$ cat config.mk
export PLATFORM = sky130hd
export DESIGN_NAME = sram_controller
export DESIGN_NICKNAME = d
export VERILOG_FILES = /design/src/rtl/sram_controller.sv
export SDC_FILE = /design/constraint.sdc
export NUM_CORES = 1
export LEC_CHECK = 0
export ABC_AREA = 1
export CORE_ASPECT_RATIO = 0.9
export CORE_MARGIN = 1.5
export CORE_UTILIZATION = 30
export DETAILED_ROUTE_END_ITERATION = 16
export GPL_TIMING_DRIVEN = 0
export SLEW_MARGIN = 20
export SYNTH_ARGS = -nofsm -noshare
export SYNTH_HDL_FRONTEND = slang
export SYNTH_SLANG_ARGS = --single-unit
export TNS_END_PERCENT = 5
$ cat constraint.sdc
create_clock -name clk -period 3.3 [get_ports clk]
set_input_delay 0.495 -clock clk [delete_from_list [all_inputs] [get_ports clk]]
set_output_delay 0.495 -clock clk [all_outputs]
set_load 0.01 [all_outputs]
$ cat src/rtl/sram_controller.sv
// Responder for the 32-bit memory request port.
// Each word access becomes two 16-bit async SRAM phases, low half first.
module sram_controller #(
  parameter int ADDR_W        = 24,
  parameter int ACCESS_CYCLES = 2
) (
  input  logic              clk,
  input  logic              rst_n,
  input  logic              req,
  input  logic              we,
  input  logic [ADDR_W-1:0] addr,
  input  logic [31:0]       wdata,
  output logic [31:0]       rdata,
  output logic              ack,
  output logic              ready,
  output logic [ADDR_W-1:0] sram_a,
  output logic [15:0]       sram_dq_o,
  output logic              sram_dq_oe,
  input  logic [15:0]       sram_dq_i,
  output logic              sram_ce_n,
  output logic              sram_oe_n,
  output logic              sram_we_n,
  output logic              sram_ub_n,
  output logic              sram_lb_n
);

  localparam int CW = $clog2(ACCESS_CYCLES + 1);
  localparam logic [CW-1:0] LAST = CW'(ACCESS_CYCLES - 1);

  typedef enum logic [1:0] {
    S_IDLE,
    S_LO,
    S_HI,
    S_DONE
  } state_t;

  state_t             r_state;
  state_t             w_nstate;
  logic [CW-1:0]      r_cnt;
  logic [CW-1:0]      w_ncnt;

  logic               r_we;
  logic [ADDR_W-2:0]  r_ahi;
  logic [31:0]        r_wdata;
  logic [15:0]        r_lo;

  logic [31:0]        r_rdata;
  logic               r_ack;
  logic               r_ready;
  logic [ADDR_W-1:0]  r_a;
  logic [15:0]        r_dq_o;
  logic               r_dq_oe;
  logic               r_ce_n;
  logic               r_oe_n;
  logic               r_we_n;

  logic               w_accept;
  logic               w_last;
  logic               w_we;
  logic [ADDR_W-2:0]  w_ahi;
  logic [31:0]        w_wdata;
  logic               w_act;
  logic               w_hi;

  assign w_accept = (r_state == S_IDLE) && req;
  assign w_last   = (r_cnt == LAST);

  always_comb begin
    w_nstate = r_state;
    w_ncnt   = r_cnt;
    case (r_state)
      S_IDLE: begin
        if (req) begin
          w_nstate = S_LO;
          w_ncnt   = '0;
        end
      end
      S_LO: begin
        if (w_last) begin
          w_nstate = S_HI;
          w_ncnt   = '0;
        end else begin
          w_ncnt = r_cnt + 1'b1;
        end
      end
      S_HI: begin
        if (w_last) begin
          w_nstate = S_DONE;
          w_ncnt   = '0;
        end else begin
          w_ncnt = r_cnt + 1'b1;
        end
      end
      S_DONE: begin
        w_nstate = S_IDLE;
        w_ncnt   = '0;
      end
      default: begin
        w_nstate = S_IDLE;
        w_ncnt   = '0;
      end
    endcase
  end

  // Pins are registered from next-state, so the accept cycle uses live inputs
  assign w_we    = w_accept ? we : r_we;
  assign w_ahi   = w_accept ? addr[ADDR_W-1:1] : r_ahi;
  assign w_wdata = w_accept ? wdata : r_wdata;
  assign w_act   = (w_nstate == S_LO) || (w_nstate == S_HI);
  assign w_hi    = (w_nstate == S_HI);

  always_ff @(posedge clk or negedge rst_n) begin
    if (!rst_n) begin
      r_state <= S_IDLE;
      r_cnt   <= '0;
      r_we    <= 1'b0;
      r_ahi   <= '0;
      r_wdata <= '0;
      r_lo    <= '0;
      r_rdata <= '0;
      r_ack   <= 1'b0;
      r_ready <= 1'b1;
      r_a     <= '0;
      r_dq_o  <= '0;
      r_dq_oe <= 1'b0;
      r_ce_n  <= 1'b1;
      r_oe_n  <= 1'b1;
      r_we_n  <= 1'b1;
    end else begin
      r_state <= w_nstate;
      r_cnt   <= w_ncnt;
      if (w_accept) begin
        r_we    <= we;
        r_ahi   <= addr[ADDR_W-1:1];
        r_wdata <= wdata;
      end
      r_ack   <= (w_nstate == S_DONE);
      r_ready <= (w_nstate == S_IDLE);
      r_ce_n  <= !w_act;
      r_oe_n  <= !(w_act && !w_we);
      r_dq_oe <= w_act && w_we;
      // Last cycle of each phase releases we_n for address/data hold
      r_we_n  <= !(w_act && w_we && (w_ncnt != LAST));
      if (w_act) begin
        r_a <= {w_ahi, w_hi};
      end
      if (w_act && w_we) begin
        r_dq_o <= w_hi ? w_wdata[31:16] : w_wdata[15:0];
      end
      if ((r_state == S_LO) && w_last) begin
        r_lo <= sram_dq_i;
      end
      if ((r_state == S_HI) && w_last && !r_we) begin
        r_rdata <= {sram_dq_i, r_lo};
      end
    end
  end

  assign rdata      = r_rdata;
  assign ack        = r_ack;
  assign ready      = r_ready;
  assign sram_a     = r_a;
  assign sram_dq_o  = r_dq_o;
  assign sram_dq_oe = r_dq_oe;
  assign sram_ce_n  = r_ce_n;
  assign sram_oe_n  = r_oe_n;
  assign sram_we_n  = r_we_n;
  assign sram_ub_n  = 1'b0;
  assign sram_lb_n  = 1'b0;

endmodule
==> results_dict.tcl <==
set metrics [dict create \
    synth_edf_count 0 \
    overflow 0 \
    cp_cell_sequence "inv_1 > ha_1 > buf_2 > nand2_1 > buf_4 > buf_4 > o211ai_1 > nand2_1 > ha_1 > buf_2 > clkinv_1 > clkbuf_2 > nand3_1 > nand2_1 > nand2_1 > nand2_1" \
    die-area_um2 22600 \
    grt_setup_unrepaired "false" \
    wl_per_cell_um 14.1 \
    fp-row-count 50 \
    clk_latency_ns 0.43 \
    r2r_slack_ns 0.29 \
    drv_slew 0 \
    r2r_start "r_state[0]" \
    cts_buffers 17 \
    finClkSkew_ns 0.00874 \
    globalplace.congestion 0.779 \
    setup_violations 0 \
    synth.avg_cell_area_um2 8.77 \
    finalNetCount 999 \
    dieHeight_um 143 \
    yosys.area_share.adder_pct 1.15 \
    synthCells 744 \
    synthSimpleGateAreaFrac_pct 25.8 \
    synth-compound-area-share_pct 5.20 \
    drt_iter0_drc 245 \
    cp-start-kind "flip-flop" \
    synth_top_family_by_area "simple AND/OR/NAND/NOR gates" \
    synth_area_leaders "dfrtp_1, nand2_1, nand3_1" \
    grt_pass1_wl_mm 27.2 \
    finalCriticalPeriod_ns 3.01 \
    leakagePower_nw 4.49 \
    clock_path_buffers 2 \
    dp_hpwl_mm 12.0 \
    pin_count 156 \
    crit_arrival_ns 3.32 \
    io_buffers 152 \
    synth-xor-area-share_pct 0 \
    drt-pass1-iter-count 5 \
    antenna_left 0 \
    path_clk_slew_ns 0.06 \
    tightest_slew_ns 0.611 \
    yosysMostFrequentCell "nand2_1" \
    core_area_um2 21100 \
    status "complete, no violations" \
    htreeDepth 4 \
    areaGrowthSynthToFinish_pct 38.4 \
    power_density_nw_per_um2 1000 \
    vias 5336 \
    synth_mux_area_share_pct 0 \
    p_total_mw 9.06 \
    track_usage_pct 15.9 \
    root_buffer "clkbuf_16" \
    crit_top_cell "nand2_1" \
    synth_flop_cell "dfrtp_1" \
    crit_type "flip-flop to flip-flop" \
    relSlewSlack_pct 59.3 \
    cap_violations 0 \
    tns_ns 0 \
    seq_area_frac_synth_pct 59.1 \
    synth_area_um2 6530 \
    layout-drive-gt1-share_pct 7.96 \
    hold_viol_final 0 \
    cts_tree "done" \
    nFillCells 2119 \
    yosysTopAreaCellShare_pct 57.5 \
    fin_crit_sh_pct 91.2 \
    cpMaxStageDelayCell "dfrtp_1" \
    synth_cell_types 25 \
    grt_max_degree 82 \
    worstPathMaxFanout 10 \
    avgViaCountPerCell 4.38 \
    cts_sinks 154 \
    yosysWarnings 0 \
    cp_slowest_stage_delay_ns 0.39 \
    timing.fmax_mhz 332 \
    r2r_end "sram_dq_o[14]" \
    wl_mm 17.2 \
    grt_pass1_vias 5197 \
    synth_common_cells "nand2_1, dfrtp_1, nand3_1" \
    crit_buf_inv 7 \
    path_delay_family "buffers and inverters" \
    required_ns 3.61 \
    die_w_um 158 \
    vdd_drop_max_v 0.000416 \
    start_util_pct 30.9 \
    holdCritPathClass "input pin to async pin" \
    yosys.area.top_type "dfrtp_1" \
    critPathCaptureType "flip-flop" \
    reg2reg_depth 16 \
    async_reset_ff_share_pct 100 \
    drc 0 \
    ys_ff_latch 154 \
    antenna_found_initial 2 \
]
## state kept, by name, summed over array words and instances, names as in the netlist
register and count:
ready 1, sram_ce_n 1, ack 1, r_we 1
r_ahi 23, sram_a 24, sram_we_n 1, r_wdata 32
r_state 2, r_lo 16, sram_dq_oe 1, sram_oe_n 1
rdata 32, sram_dq_o 16, r_cnt 2
## cell families (layout without fill, tap and decap cells)
group                    Yosys count  in the layout
AND/OR/NAND/NOR                  388            388
flip-flops                       154            154
buffers and inverters            134            319
AO/OA/AOI/OAI                     61             61
adder cells (fa/ha/maj)            6              6
other                              1              3
## per-layer routing
layer | part of all wire, % | GRT usage [%] | vias to the layer above
met3 | 5.6 | 4.64 | 16
met5 | 0.10 | 0 | -
met1 | 49 | 21.9 | 2507
met2 | 45 | 24.3 | 136
li1 | - | - | 2675
met4 | 0.77 | 4.33 | 2
## worst max path at each step
stage / from / to / slack (ns) / depth (start not counted)
after CTS: r_state[0] / sram_a[19] / 0.009 / 11
after global routing: r_state[0] / sram_dq_o[11] / 0.03 / 16
final: r_state[0] / sram_dq_o[14] / 0.29 / 16
after detailed placement: req / sram_a[5] / -0.28 / 9
after global placement: rst_n / sram_a[18] / -4.84 / 1
after floorplan: r_state[0] / sram_a[10] / 0.81 / 11
## where the power goes
part           switching (mW)  leakage [nW]  internal, mW
Sequential              0.393          1.82          2.81
Combinational            2.17          2.39          1.74
Clock                   0.870         0.276          1.07
## area by class of cell
cell class	count	area (um^2)	share of cell area, %
flip-flops and latches	154	3860	42.7
well taps	286	358	3.96
clock inverters	15	154	1.70
inverters	93	352	3.89
multi-input cells	457	2110	23.4
plain buffers	41	215	2.38
clock buffers	17	425	4.71
repair buffers	153	1550	17.2
diodes	1	2.50	0.0277
## worst register-to-register path: cells and delay by family (launching register included)
family / cells / cell delay, ns
AO/OA/AOI/OAI: 1 / 0.11
flip-flops: 1 / 0.39
buffers and inverters: 7 / 1.48
adder cells (fa/ha/maj): 2 / 0.37
AND/OR/NAND/NOR: 6 / 0.56
## metrics by stage
step / hold WS, ns / util [%] / cell area [um^2] / instances / setup slack, ns
2_1_floorplan: 0.199 / - / 6530 / 745 / 0.811
3_3_place_gp: 0.449 / 39.9 / 8410 / 1183 / -4.84
3_5_place_dp: 0.455 / 40.0 / 8440 / 1184 / -0.279
4_1_cts: 0.0594 / 42.8 / 9020 / 1216 / 0.00860
5_1_grt: 0.0719 / 42.8 / 9020 / 1216 / 0.0258
6_report: 0.0169 / 42.8 / 9030 / 1217 / 0.292
## repair_timing
action / in CTS / in global routing
buffers inserted: 0 / 0
endpoints found under the setup margin: 0 / 33
resized for setup: 0 / 6
hold buffers: 0 / 0
## cells in the final DEF (no fill, tap or decap)
| cell type | n |
|---|---|
| a21boi_0 | 1 |
| a21oi_1 | 1 |
| a31oi_1 | 23 |
| and2_1 | 32 |
| buf_1 | 1 |
| buf_16 | 1 |
| buf_2 | 18 |
| buf_4 | 7 |
| buf_6 | 1 |
| buf_8 | 1 |
| bufinv_16 | 1 |
| clkbuf_1 | 10 |
| clkbuf_16 | 17 |
| clkbuf_2 | 4 |
| clkdlybuf4s50_1 | 151 |
| clkinv_1 | 1 |
| clkinv_4 | 3 |
| clkinvlp_4 | 3 |
| conb_1 | 2 |
| dfrtp_1 | 150 |
| dfstp_2 | 4 |
| diode_2 | 1 |
| ha_1 | 6 |
| inv_1 | 89 |
| inv_2 | 2 |
| inv_4 | 1 |
| inv_6 | 6 |
| inv_8 | 2 |
| nand2_1 | 224 |
| nand2_2 | 1 |
| nand2_4 | 1 |
| nand3_1 | 106 |
| nor2_1 | 23 |
| nor2_4 | 1 |
| o211ai_1 | 1 |
| o21ai_0 | 35 |
(Power assumes the default switching activity.)
